`src/rtl/riscv_bus_pkg.sv`:
```
// Shared definitions for responders on the CPU memory bus.
// Holds the UART register offsets, STATUS bit positions, the TX/RX state
// encodings and the write_mask polarity (1 = lane NOT written).
package riscv_bus_pkg;

  // Byte offsets inside the 16-byte UART window
  localparam logic [3:0] UART_TX_DATA = 4'h0;
  localparam logic [3:0] UART_RX_DATA = 4'h4;
  localparam logic [3:0] UART_STATUS  = 4'h8;
  localparam logic [3:0] UART_DIVISOR = 4'hC;

  // STATUS register bit positions
  localparam int STAT_TX_BUSY    = 0;
  localparam int STAT_TX_FULL    = 1;
  localparam int STAT_TX_EMPTY   = 2;
  localparam int STAT_RX_VALID   = 3;
  localparam int STAT_RX_OVERRUN = 4;

  // A write_mask bit at this value means the byte lane is left untouched
  localparam logic LANE_MASKED = 1'b1;

  typedef enum logic [1:0] {TX_IDLE, TX_START, TX_DATA, TX_STOP} tx_state_t;
  typedef enum logic [1:0] {RX_IDLE, RX_START, RX_DATA, RX_STOP} rx_state_t;

endpackage

```
`src/rtl/bus_uart_responder_sync_fifo.sv`:
```
// sync_fifo: small single-clock FIFO with first-word fall-through head.
// Ports: clk, rst_n (async active-low), push/push_data, pop, head (current
// oldest entry), full, empty. A push while full is dropped; a pop while
// empty is ignored; push and pop in the same cycle are both honoured.
module sync_fifo #(
  parameter int WIDTH = 8,
  parameter int DEPTH = 4
) (
  input  logic             clk,
  input  logic             rst_n,
  input  logic             push,
  input  logic [WIDTH-1:0] push_data,
  input  logic             pop,
  output logic [WIDTH-1:0] head,
  output logic             full,
  output logic             empty
);

  localparam int AW = $clog2(DEPTH);
  localparam logic [AW:0] PTR_ONE = 1;

  logic [WIDTH-1:0] mem [DEPTH];
  logic [AW:0]      wr_ptr_reg;
  logic [AW:0]      rd_ptr_reg;
  logic             do_push;
  logic             do_pop;

  // Extra pointer MSB distinguishes full from empty when indices match
  assign empty   = (wr_ptr_reg == rd_ptr_reg);
  assign full    = (wr_ptr_reg[AW] != rd_ptr_reg[AW]) &&
                   (wr_ptr_reg[AW-1:0] == rd_ptr_reg[AW-1:0]);
  assign do_push = push && !full;
  assign do_pop  = pop && !empty;
  assign head    = mem[rd_ptr_reg[AW-1:0]];

  always_ff @(posedge clk) begin
    if (do_push) begin
      mem[wr_ptr_reg[AW-1:0]] <= push_data;
    end
  end

  always_ff @(posedge clk or negedge rst_n) begin
    if (!rst_n) begin
      wr_ptr_reg <= '0;
      rd_ptr_reg <= '0;
    end else begin
      if (do_push) wr_ptr_reg <= wr_ptr_reg + PTR_ONE;
      if (do_pop)  rd_ptr_reg <= rd_ptr_reg + PTR_ONE;
    end
  end

endmodule

```
`src/rtl/bus_uart_responder.sv`:
```
// bus_uart_responder: memory-mapped UART on the CPU shared memory bus.
// Ports: clk, reset_n (async active-low); bus side address, data_in,
// write_mask (1 = lane not written), bus_enable, write_enable, data_out
// (zero when not selected); serial uart_tx (idle high), uart_rx (async);
// tx_empty_irq (high while TX FIFO empty and shifter idle).
module bus_uart_responder
  import riscv_bus_pkg::*;
#(
  parameter logic [15:0] BASE_ADDRESS = 16'h8040,
  parameter int          TX_DEPTH     = 4,
  parameter logic [15:0] DIV_RESET    = 16'd104
) (
  input  logic        clk,
  input  logic        reset_n,
  input  logic [15:0] address,
  input  logic [31:0] data_in,
  input  logic [3:0]  write_mask,
  output logic [31:0] data_out,
  input  logic        bus_enable,
  input  logic        write_enable,
  output logic        uart_tx,
  input  logic        uart_rx,
  output logic        tx_empty_irq
);

  // ---------------- bus decode ----------------
  logic        bus_en_q_reg;
  logic        sel;
  logic        commit;
  logic [3:0]  reg_off;
  logic        wr_tx, rx_read, ovr_clr;
  logic        unused_bits;

  assign sel     = bus_enable && (address[15:4] == BASE_ADDRESS[15:4]);
  // Side effects fire once, on the first cycle of a bus_enable high period
  assign commit  = sel && !bus_en_q_reg;
  assign reg_off = {address[3:2], 2'b00};
  assign wr_tx   = commit && write_enable && (reg_off == UART_TX_DATA) &&
                   (write_mask[0] != LANE_MASKED);
  assign rx_read = commit && !write_enable && (reg_off == UART_RX_DATA);
  assign ovr_clr = commit && write_enable && (reg_off == UART_STATUS) &&
                   (write_mask[0] != LANE_MASKED) && data_in[STAT_RX_OVERRUN];
  assign unused_bits = ^{address[1:0], data_in[31:16], write_mask[3:2]};

  // ---------------- divisor ----------------
  logic [15:0] div_reg, div_eff, bit_reload, half_reload;

  always_ff @(posedge clk or negedge reset_n) begin
    if (!reset_n) begin
      bus_en_q_reg <= 1'b0;
      div_reg      <= DIV_RESET;
    end else begin
      bus_en_q_reg <= bus_enable;
      if (commit && write_enable && reg_off == UART_DIVISOR) begin
        if (write_mask[0] != LANE_MASKED) div_reg[7:0]  <= data_in[7:0];
        if (write_mask[1] != LANE_MASKED) div_reg[15:8] <= data_in[15:8];
      end
    end
  end

  // 0 and 1 both mean one clock per bit; counters reload at bit boundaries,
  // so a divisor change mid-frame applies from the next bit on.
  assign div_eff     = (div_reg < 16'd2) ? 16'd1 : div_reg;
  assign bit_reload  = div_eff - 16'd1;
  assign half_reload = ((div_eff >> 1) == 16'd0) ? 16'd0 : (div_eff >> 1) - 16'd1;

  // ---------------- TX path ----------------
  logic       fifo_pop, fifo_full, fifo_empty;
  logic [7:0] fifo_head;

  sync_fifo #(.WIDTH(8), .DEPTH(TX_DEPTH)) u_tx_fifo (
    .clk       (clk),
    .rst_n     (reset_n),
    .push      (wr_tx),
    .push_data (data_in[7:0]),
    .pop       (fifo_pop),
    .head      (fifo_head),
    .full      (fifo_full),
    .empty     (fifo_empty)
  );

  tx_state_t   tx_state_reg, tx_state_next;
  logic [15:0] tx_cnt_reg;
  logic [7:0]  tx_shift_reg;
  logic [2:0]  tx_bit_reg;
  logic        tx_tick, tx_busy, tx_empty;

  assign tx_tick = (tx_cnt_reg == 16'd0);

  always_ff @(posedge clk or negedge reset_n) begin
    if (!reset_n) tx_state_reg <= TX_IDLE;
    else          tx_state_reg <= tx_state_next;
  end

  always_comb begin
    tx_state_next = tx_state_reg;
    case (tx_state_reg)
      TX_IDLE:  if (!fifo_empty) tx_state_next = TX_START;
      TX_START: if (tx_tick) tx_state_next = TX_DATA;
      TX_DATA:  if (tx_tick && tx_bit_reg == 3'd7) tx_state_next = TX_STOP;
      TX_STOP:  if (tx_tick) tx_state_next = TX_IDLE;
      default:  tx_state_next = TX_IDLE;
    endcase
  end

  always_comb begin
    uart_tx  = 1'b1;
    tx_busy  = (tx_state_reg != TX_IDLE);
    fifo_pop = (tx_state_reg == TX_IDLE) && !fifo_empty;
    case (tx_state_reg)
      TX_START: uart_tx = 1'b0;
      TX_DATA:  uart_tx = tx_shift_reg[0];
      default:  uart_tx = 1'b1;
    endcase
  end

  always_ff @(posedge clk or negedge reset_n) begin
    if (!reset_n) begin
      tx_cnt_reg   <= '0;
      tx_shift_reg <= '0;
      tx_bit_reg   <= '0;
    end else if (tx_state_reg == TX_IDLE) begin
      if (!fifo_empty) begin
        tx_shift_reg <= fifo_head;
        tx_cnt_reg   <= bit_reload;
        tx_bit_reg   <= 3'd0;
      end
    end else if (tx_tick) begin
      tx_cnt_reg <= bit_reload;
      if (tx_state_reg == TX_DATA) begin
        tx_shift_reg <= {1'b0, tx_shift_reg[7:1]};
        tx_bit_reg   <= tx_bit_reg + 3'd1;
      end
    end else begin
      tx_cnt_reg <= tx_cnt_reg - 16'd1;
    end
  end

  assign tx_empty     = fifo_empty && !tx_busy;
  assign tx_empty_irq = tx_empty;

  // ---------------- RX path ----------------
  logic [1:0]  rx_sync_reg;
  logic        rx_prev_reg, rx_s, rx_fall, rx_tick, rx_done;
  rx_state_t   rx_state_reg, rx_state_next;
  logic [15:0] rx_cnt_reg;
  logic [7:0]  rx_shift_reg, rx_byte_reg;
  logic [2:0]  rx_bit_reg;
  logic        rx_valid_reg, rx_overrun_reg;

  assign rx_s    = rx_sync_reg[1];
  assign rx_fall = rx_prev_reg && !rx_s;
  assign rx_tick = (rx_cnt_reg == 16'd0);

  always_ff @(posedge clk or negedge reset_n) begin
    if (!reset_n) rx_state_reg <= RX_IDLE;
    else          rx_state_reg <= rx_state_next;
  end

  always_comb begin
    rx_state_next = rx_state_reg;
    case (rx_state_reg)
      RX_IDLE:  if (rx_fall) rx_state_next = RX_START;
      // Line back high at the start-bit midpoint: treat as a glitch
      RX_START: if (rx_tick) rx_state_next = rx_s ? RX_IDLE : RX_DATA;
      RX_DATA:  if (rx_tick && rx_bit_reg == 3'd7) rx_state_next = RX_STOP;
      RX_STOP:  if (rx_tick) rx_state_next = RX_IDLE;
      default:  rx_state_next = RX_IDLE;
    endcase
  end

  // A low stop sample is a framing error: the byte is simply not stored
  always_comb begin
    rx_done = (rx_state_reg == RX_STOP) && rx_tick && rx_s;
  end

  always_ff @(posedge clk or negedge reset_n) begin
    if (!reset_n) begin
      rx_sync_reg    <= 2'b11;
      rx_prev_reg    <= 1'b1;
      rx_cnt_reg     <= '0;
      rx_shift_reg   <= '0;
      rx_bit_reg     <= '0;
      rx_byte_reg    <= '0;
      rx_valid_reg   <= 1'b0;
      rx_overrun_reg <= 1'b0;
    end else begin
      rx_sync_reg <= {rx_sync_reg[0], uart_rx};
      rx_prev_reg <= rx_s;
      if (rx_state_reg == RX_IDLE) begin
        if (rx_fall) begin
          rx_cnt_reg <= half_reload;
          rx_bit_reg <= 3'd0;
        end
      end else if (rx_tick) begin
        rx_cnt_reg <= bit_reload;
        if (rx_state_reg == RX_DATA) begin
          rx_shift_reg <= {rx_s, rx_shift_reg[7:1]};
          rx_bit_reg   <= rx_bit_reg + 3'd1;
        end
      end else begin
        rx_cnt_reg <= rx_cnt_reg - 16'd1;
      end

      // A read coinciding with completion consumes the old byte, so the
      // new one lands as fresh data rather than as an overrun.
      if (rx_done) begin
        rx_byte_reg  <= rx_shift_reg;
        rx_valid_reg <= 1'b1;
      end else if (rx_read) begin
        rx_valid_reg <= 1'b0;
      end

      if (rx_done && rx_valid_reg && !rx_read) rx_overrun_reg <= 1'b1;
      else if (ovr_clr)                        rx_overrun_reg <= 1'b0;
    end
  end

  // ---------------- read mux ----------------
  logic [4:0] status;

  always_comb begin
    status                  = '0;
    status[STAT_TX_BUSY]    = tx_busy;
    status[STAT_TX_FULL]    = fifo_full;
    status[STAT_TX_EMPTY]   = tx_empty;
    status[STAT_RX_VALID]   = rx_valid_reg;
    status[STAT_RX_OVERRUN] = rx_overrun_reg;
  end

  always_comb begin
    data_out = '0;
    if (sel) begin
      case (reg_off)
        UART_RX_DATA: data_out = {23'b0, rx_valid_reg, rx_byte_reg};
        UART_STATUS:  data_out = {27'b0, status};
        UART_DIVISOR: data_out = {16'b0, div_reg};
        default:      data_out = '0;
      endcase
    end
  end

endmodule

```
`config.mk`:
```
export PLATFORM = sky130hd
export DESIGN_NAME = bus_uart_responder
export DESIGN_NICKNAME = d
export VERILOG_FILES = /design/src/rtl/riscv_bus_pkg.sv /design/src/rtl/bus_uart_responder_sync_fifo.sv /design/src/rtl/bus_uart_responder.sv
export SDC_FILE = /design/constraint.sdc
export NUM_CORES = 1
export LEC_CHECK = 0
export ABC_CLOCK_PERIOD_IN_PS = 7800
export CORE_MARGIN = 2
export CORE_UTILIZATION = 40
export CTS_CLUSTER_DIAMETER = 50
export DETAILED_ROUTE_END_ITERATION = 6
export GPL_ROUTABILITY_DRIVEN = 0
export PLACE_DENSITY = 0.65
export SYNTH_ARGS = -nofsm -noshare
export SYNTH_HDL_FRONTEND = slang
export SYNTH_SLANG_ARGS = --single-unit
```
`constraint.sdc`:
```
create_clock -name clk -period 7.8 [get_ports clk]
set_input_delay 1.17 -clock clk [delete_from_list [all_inputs] [get_ports clk]]
set_output_delay 1.17 -clock clk [all_outputs]
set_load 0.03 [all_outputs]
```
==> out/results.tsv, run 1 <==
stage	metric	value	unit
status	result of the run	finished clean	
worst_setup_path	Critical-path top delay cell	clkdlybuf4s50_1	
global_route	initial antenna violation count	0	
placement	post-place setup slack	2.98	ns
synth	number of distinct library cells after synthesis	64	
synth	most used standard cells in the synthesized netlist	88 x dfrtp_1, 59 x nor2_1, 55 x nand2_1	
power_and_ir_drop	switching part of the total power	33.8	%
clocking	CTS-repair resized insts	0	
drt	number of vias per cell after detailed routing	5.51	
power_and_ir_drop	leakage power summed over all cells	3.38	nW
synth	Synth Area per Inst	10.5	um^2
drt	number of search-and-repair iterations in the first detailed-routing pass	4	
synth	dominant cell type by area after synthesis	dfrtp_1	
final_layout	final-stage net count	778	
timing	number of slew-limit violations in the final report	0	
final_layout	number of fillers in the final layout	1472	
timing	Max Clock Freq	208	MHz
synth	Most used DFF post-synth	dfrtp_1	
final_layout	sequential cell area	3320	um^2
global_route	total congestion overflow after global routing	0	
power_and_ir_drop	Design Power	2.51	mW
power_and_ir_drop	Clock power frac	33.2	%
die	Die Span Y	135	um
worst_setup_path	Crit Path Category	in -> out	
die	total number of placement rows	47	
global_route	first-pass GRT wire length	26.9	mm
timing	setup tns final	0	ns
clocking	clock tree from TritonCTS	done	
final_layout	final core utilization	48.8	%
timing	final number of setup-violating endpoints	0	
run	Max-Cap Viols	0	
drt	residual antenna-violating net count after detailed routing	0	
synth	top cells by area, synth	dfrtp_1 32%, edfxtp_1 14%, mux2_2 4.9%	
clocking	number of H-tree levels	4	
clocking	Post-CTS Setup Repair Bufs	0	
timing	slew at the pin closest to its max-slew limit	1.22	ns
die	placeable core region	16700	um^2
worst_setup_path	Top cell by count, worst path	clkdlybuf4s50_1	
clocking	CTS max path bufs	2	
synth	Synth warnings	0	
worst_setup_path	arrival time of the worst setup path	3.64	ns
global_route	overall global routing resource usage	18.9	%
global_route	via count of the first global-routing pass	5149	
timing	unrepaired setup endpoints after global routing	false	
synth	share of synthesized flip-flops with an asynchronous set or reset	74.6	%
clocking	hold buffer count at cts	0	
worst_setup_path	cell family contributing the most delay on the critical path	simple AND/OR/NAND/NOR gates	
synth	Mapped Area	6870	um^2
die	number of I/O pins	91	
drt	Routed WL	16.1	mm
timing	final worst path period need	4.81	ns
drt	initial detailed-routing violation count	355	
clocking	CTS Root Buffer Type	clkbuf_16	
synth	sequential-to-total area share from yosys stat	48.3	%
clocking	sinks on the clock net	126	
power_and_ir_drop	Comb power frac	28.8	%
worst_setup_path	number of buffers and inverters on the critical path	2	
drt	per-cell routed wire length	17.2	um
final_layout	share of layout cells above drive strength 1	12.0	%
min_path	type of the tightest min-delay check	reg -> reg	
drt	via count of the routed design	5150	
power_and_ir_drop	power density relative to cell area	308	nW/um^2
worst_setup_path	maximum single-stage delay on the critical path	0.68	ns
timing	post-route fraction of the period consumed by the critical path	61.6	%
worst_setup_path	peak fanout along the critical path	9	
global_route	largest net degree at the start of global routing	60	
placement	IO buf count	54	
clocking	clock latency of the later-clocked register in the worst-skew pair	0.42	ns
power_and_ir_drop	VDD IR max	0.178	mV
timing	PnR worst setup slack	2.99	ns
final_layout	relative area change from synthesis to final layout	18.6	%
drt	# DRC	0	
timing	headroom to the max-slew limit	18.5	%
clocking	Clock transition at path regs	0.06	ns
timing	Clock Skews	0.00834	ns
synth	post-synthesis cell count	653	
synth	number of register bits inferred by synthesis	126	
power_and_ir_drop	internal power contribution	1.66	mW
worst_setup_path	kind of launch point of the worst setup path	input port	
final_layout	Ant. Diodes	0	
synth	fraction of synthesized cell area taken by the top area cell type	32.1	%
worst_setup_path	CP Capture Type	output pin	
synth	most frequently used cell type in the post-synthesis netlist	dfrtp_1	
clocking	number of buffers created by CTS	17	
synth	number of enable flip-flop cells after synthesis	32	
placement	half-perimeter wire length after detailed placement	11.6	mm
die	die width	135	um
worst_setup_path	Worst EP required	6.63	ns
power_and_ir_drop	sequential power share	38.0	%
die	initial cell density of the core	41.1	%
die	Die Footprint	18200	um^2
worst_setup_path	cell chain of the critical path	clkdlybuf4s50_1 > nor4b_1 > nand4_1 > or2_0 > nor2_4 > and2_1 > clkdlybuf4s50_1	
final_layout	area of the multi-input gates	3280	um^2
power_and_ir_drop	switching power	848	uW
timing	Final Hold Violating Endpoints	0	
final_layout	max FFs per register	32	
## metal layers
layer | vias up | share of wire, % | global-route usage (%)
met5 | - | 0 | 0
li1 | 2433 | - | -
met2 | 193 | 47 | 29.7
met1 | 2498 | 45 | 25.5
met3 | 26 | 6.2 | 4.32
met4 | 0 | 1.8 | 7.81
## final cells by class
| type | instances | share of cell area (%) |
|---|---|---|
| well taps | 220 | 3.38 |
| inverters | 20 | 0.921 |
| flip-flops and latches | 126 | 40.8 |
| clock buffers | 20 | 5.36 |
| repair buffers | 59 | 7.06 |
| multi-input cells | 477 | 40.3 |
| clock inverters | 12 | 2.26 |
## placed cells by master (no fill, tap or decap), drive strengths merged, types with 5 or more instances in the layout
master,Yosys,routed
ha,20,20
nand2,56,56
nor2,60,60
edfxtp,32,32
nand3,15,15
xnor2,20,20
o221ai,8,8
inv,19,22
dfrtp,88,88
clkbuf,17,20
clkdlybuf4s50,0,53
mux4,8,8
nand3b,5,5
o211ai,12,12
nor4,15,15
and2,12,12
buf,28,6
conb,1,16
mux2i,14,14
o21ai,51,51
xor2,17,17
dfstp,6,6
a22oi,8,8
nand2b,7,7
nor3b,9,9
a21oi,26,26
nor3,19,19
mux2,35,35
## kinds of logic after synthesis
group	synth area share, %
fa+ha+maj	3.64
compound gates	11.6
flops	48.3
mux	10.4
simple gates	16.6
buf+inv	4.73
xor+xnor	4.72
other cells	0.0546
## power by group through the flow
stage          Clock, mW  Combinational, mW  Sequential [mW]
2_1_floorplan          0              0.588            0.901
3_3_place_gp           0              0.687            0.954
3_5_place_dp           0              0.721            0.962
4_1_cts            0.847              0.725            0.952
5_1_grt            0.882              0.818            0.973
6_report           0.834              0.723            0.953
## through the flow
step,cell area (um^2),std cells,hold slack [ns]
floorplan,6930,668,0.345
global placement,7530,902,0.348
detailed placement,7530,902,0.354
CTS,8150,934,0.362
global route,8150,934,0.367
finish,8150,934,0.358
## path summary, 6_finish.rpt
kind	from	endpoint	slack, ns	cells past startpoint
worst max-delay path	address[5]	data_out[13]	2.99	7
worst min-delay path	rx_sync_reg[0]$_DFF_PN1_	rx_sync_reg[1]$_DFF_PN1_	0.36	0
worst max register to register	div_reg[3]$_DFFE_PN1P_	rx_cnt_reg[12]$_DFFE_PN0P_	4.14	10
worst min register to register	rx_sync_reg[0]$_DFF_PN1_	rx_sync_reg[1]$_DFF_PN1_	0.36	0
max in group asynchronous	reset_n	tx_shift_reg[3]$_DFFE_PN0P_	5.96	2
min in group asynchronous	reset_n	rx_cnt_reg[13]$_DFFE_PN0P_	0.72	1
## worst register-to-register path, delay by kind of cell, from the launching register on
kind	cells	cell delay, ns
compound gates	2	0.45
flops	1	0.65
simple gates	6	1.82
fa+ha+maj	1	0.26
xor+xnor	1	0.35
Note: power is estimated with default switching activity, not from simulation.
==> run 2: changes to the inputs <==
Settings changed: ABC_CLOCK_PERIOD_IN_PS 7800 to 4500.
Clock period 7.8 ns to 4.5 ns, I/O delays scaled along.
==> out/results.tsv, run 2 (synthesis gave the netlist of run 1 again) <==
stage	metric	value	unit	change
timing	setup tns final	0	ns	unchanged
die	placeable core region	16700	um^2	unchanged
global_route	largest net degree at the start of global routing	54		was 60
final_layout	share of layout cells above drive strength 1	12.6	%	was 12.0%
final_layout	relative area change from synthesis to final layout	19.1	%	was 18.6%
clocking	CTS Root Buffer Type	clkbuf_16		unchanged
clocking	clock tree from TritonCTS	done		unchanged
die	total number of placement rows	47		unchanged
clocking	Post-CTS Setup Repair Bufs	0		unchanged
drt	residual antenna-violating net count after detailed routing	0		unchanged
worst_setup_path	Crit Path Category	in -> out		unchanged
placement	IO buf count	54		unchanged
clocking	CTS max path bufs	2		unchanged
timing	PnR worst setup slack	0.689	ns	was 2.99 ns
worst_setup_path	FF-to-FF Start	div_reg[3]$_DFFE_PN1P_		unchanged
final_layout	sequential cell area	3320	um^2	unchanged
timing	number of slew-limit violations in the final report	0		unchanged
clocking	CTS-repair resized insts	0		unchanged
power_and_ir_drop	leakage power summed over all cells	3.40	nW	was 3.38 nW
worst_setup_path	start point of the critical path	bus_enable		was address[5]
final_layout	area of the multi-input gates	3280	um^2	unchanged
global_route	total congestion overflow after global routing	0		unchanged
timing	unrepaired setup endpoints after global routing	false		unchanged
clocking	Clock transition at path regs	0.05	ns	was 0.06 ns
die	die width	135	um	unchanged
worst_setup_path	CP Capture Type	output pin		unchanged
run	Max-Cap Viols	0		unchanged
drt	via count of the routed design	5224		was 5150
die	number of I/O pins	91		unchanged
power_and_ir_drop	power density relative to cell area	536	nW/um^2	was 308 nW/um^2
placement	half-perimeter wire length after detailed placement	11.6	mm	about the same
die	Die Span Y	135	um	unchanged
timing	Final Hold Violating Endpoints	0		unchanged
clocking	number of H-tree levels	4		unchanged
drt	per-cell routed wire length	17.5	um	was 17.2 um
placement	post-place setup slack	0.667	ns	was 2.98 ns
clocking	clock latency of the later-clocked register in the worst-skew pair	0.42	ns	about the same
min_path	type of the tightest min-delay check	in -> async		was reg -> reg
drt	# DRC	0		unchanged
timing	final worst path period need	3.81	ns	
final_layout	max FFs per register	32		unchanged
clocking	hold buffer count at cts	0		unchanged
worst_setup_path	kind of launch point of the worst setup path	input port		unchanged
global_route	initial antenna violation count	0		unchanged
status	result of the run	finished clean		unchanged
timing	final number of setup-violating endpoints	0		unchanged
timing	headroom to the max-slew limit	21.3	%	was 18.5%
timing	Clock Skews	0.00764	ns	was 0.00834 ns
final_layout	non-filler instance count after layout	937		was 934
drt	initial detailed-routing violation count	497		was 355
global_route	overall global routing resource usage	18.8	%	was 18.9%
global_route	via count of the first global-routing pass	5229		was 5149
clocking	sinks on the clock net	126		unchanged
drt	number of vias per cell after detailed routing	5.58		was 5.51
final_layout	commonest non-fill, non-tap cells in the layout	88 x dfrtp_1, 59 x nor2_1, 55 x nand2_1, 53 x clkdlybuf4s50_1, 49 x o21ai_0		unchanged
die	initial cell density of the core	41.1	%	unchanged
final_layout	most common cell after layout, fill and taps aside	dfrtp_1		unchanged
final_layout	final-stage net count	781		was 778
die	Die Footprint	18200	um^2	unchanged
global_route	first-pass GRT wire length	26.7	mm	was 26.9 mm
final_layout	Ant. Diodes	0		unchanged
power_and_ir_drop	VDD IR max	0.267	mV	was 0.178 mV
clocking	number of buffers created by CTS	17		unchanged
timing	Max Clock Freq	262	MHz	
worst_setup_path	Worst EP required	3.83	ns	was 6.63 ns
drt	Routed WL	16.4	mm	was 16.1 mm
worst_setup_path	peak fanout along the critical path	9		unchanged
drt	number of search-and-repair iterations in the first detailed-routing pass	5		was 4
worst_setup_path	arrival time of the worst setup path	3.14	ns	was 3.64 ns
timing	slew at the pin closest to its max-slew limit	1.18	ns	was 1.22 ns
placement	dpl cells	905		was 902
final_layout	number of fillers in the final layout	1472		unchanged
timing	post-route fraction of the period consumed by the critical path	84.7	%	
[run 2: final cells by class]
cell class	count	share of cell area (%)
Clock buffer	20	5.46
Clock inverter	12	2.28
Inverter	20	0.917
Multi-Input combinational cell	477	40.1
Sequential cell	126	40.6
Tap cell	220	3.36
Timing Repair Buffer	62	7.31
[run 2: worst max-delay path, stage by stage]
cell and delay [ns]:
clkdlybuf4s50_1 0.47, nor4b_1 0.26, nand4_1 0.27, or2_0 0.40
nor2_4 0.22, and2_1 0.16, clkdlybuf4s50_1 0.68
[run 2: layer usage]
layer / global-route usage (%) / wire [um] / vias to the layer above
met4: 7.81 / 331 / 0
met2: 30.1 / 7790 / 213
met1: 24.6 / 7220 / 2553
met5: 0 / 0 / -
li1: - / - / 2437
met3: 4.58 / 1010 / 21
[run 2: final timing paths]
check	to	slack, ns	depth (start not counted)
worst max register to register	rx_cnt_reg[12]$_DFFE_PN0P_	0.76	11
worst min-delay path	div_reg[12]$_DFFE_PN0P_	0.30	1
worst max-delay path	data_out[11]	0.69	7
max in group asynchronous	div_reg[6]$_DFFE_PN1P_	3.14	2
min in group clk	rx_sync_reg[1]$_DFF_PN1_	0.35	0
worst min register to register	rx_sync_reg[1]$_DFF_PN1_	0.35	0
[run 2: power by group]
group	switching (mW)	internal (mW)	total (mW)
sequential	0.233	1.39	1.63
clock	0.514	0.946	1.46
combinational	0.736	0.563	1.30
[run 2: per-stage QoR]
step	instance area (um^2)	util, %	total power, mW	hold slack [ns]
6_report	8180	49.0	4.39	0.302
5_1_grt	8180	49.0	4.64	0.346
4_1_cts	8180	49.0	4.40	0.324
3_5_place_dp	7550	45.2	2.93	0.347
3_3_place_gp	7550	45.2	2.86	0.348
2_1_floorplan	6930	-	2.58	0.345
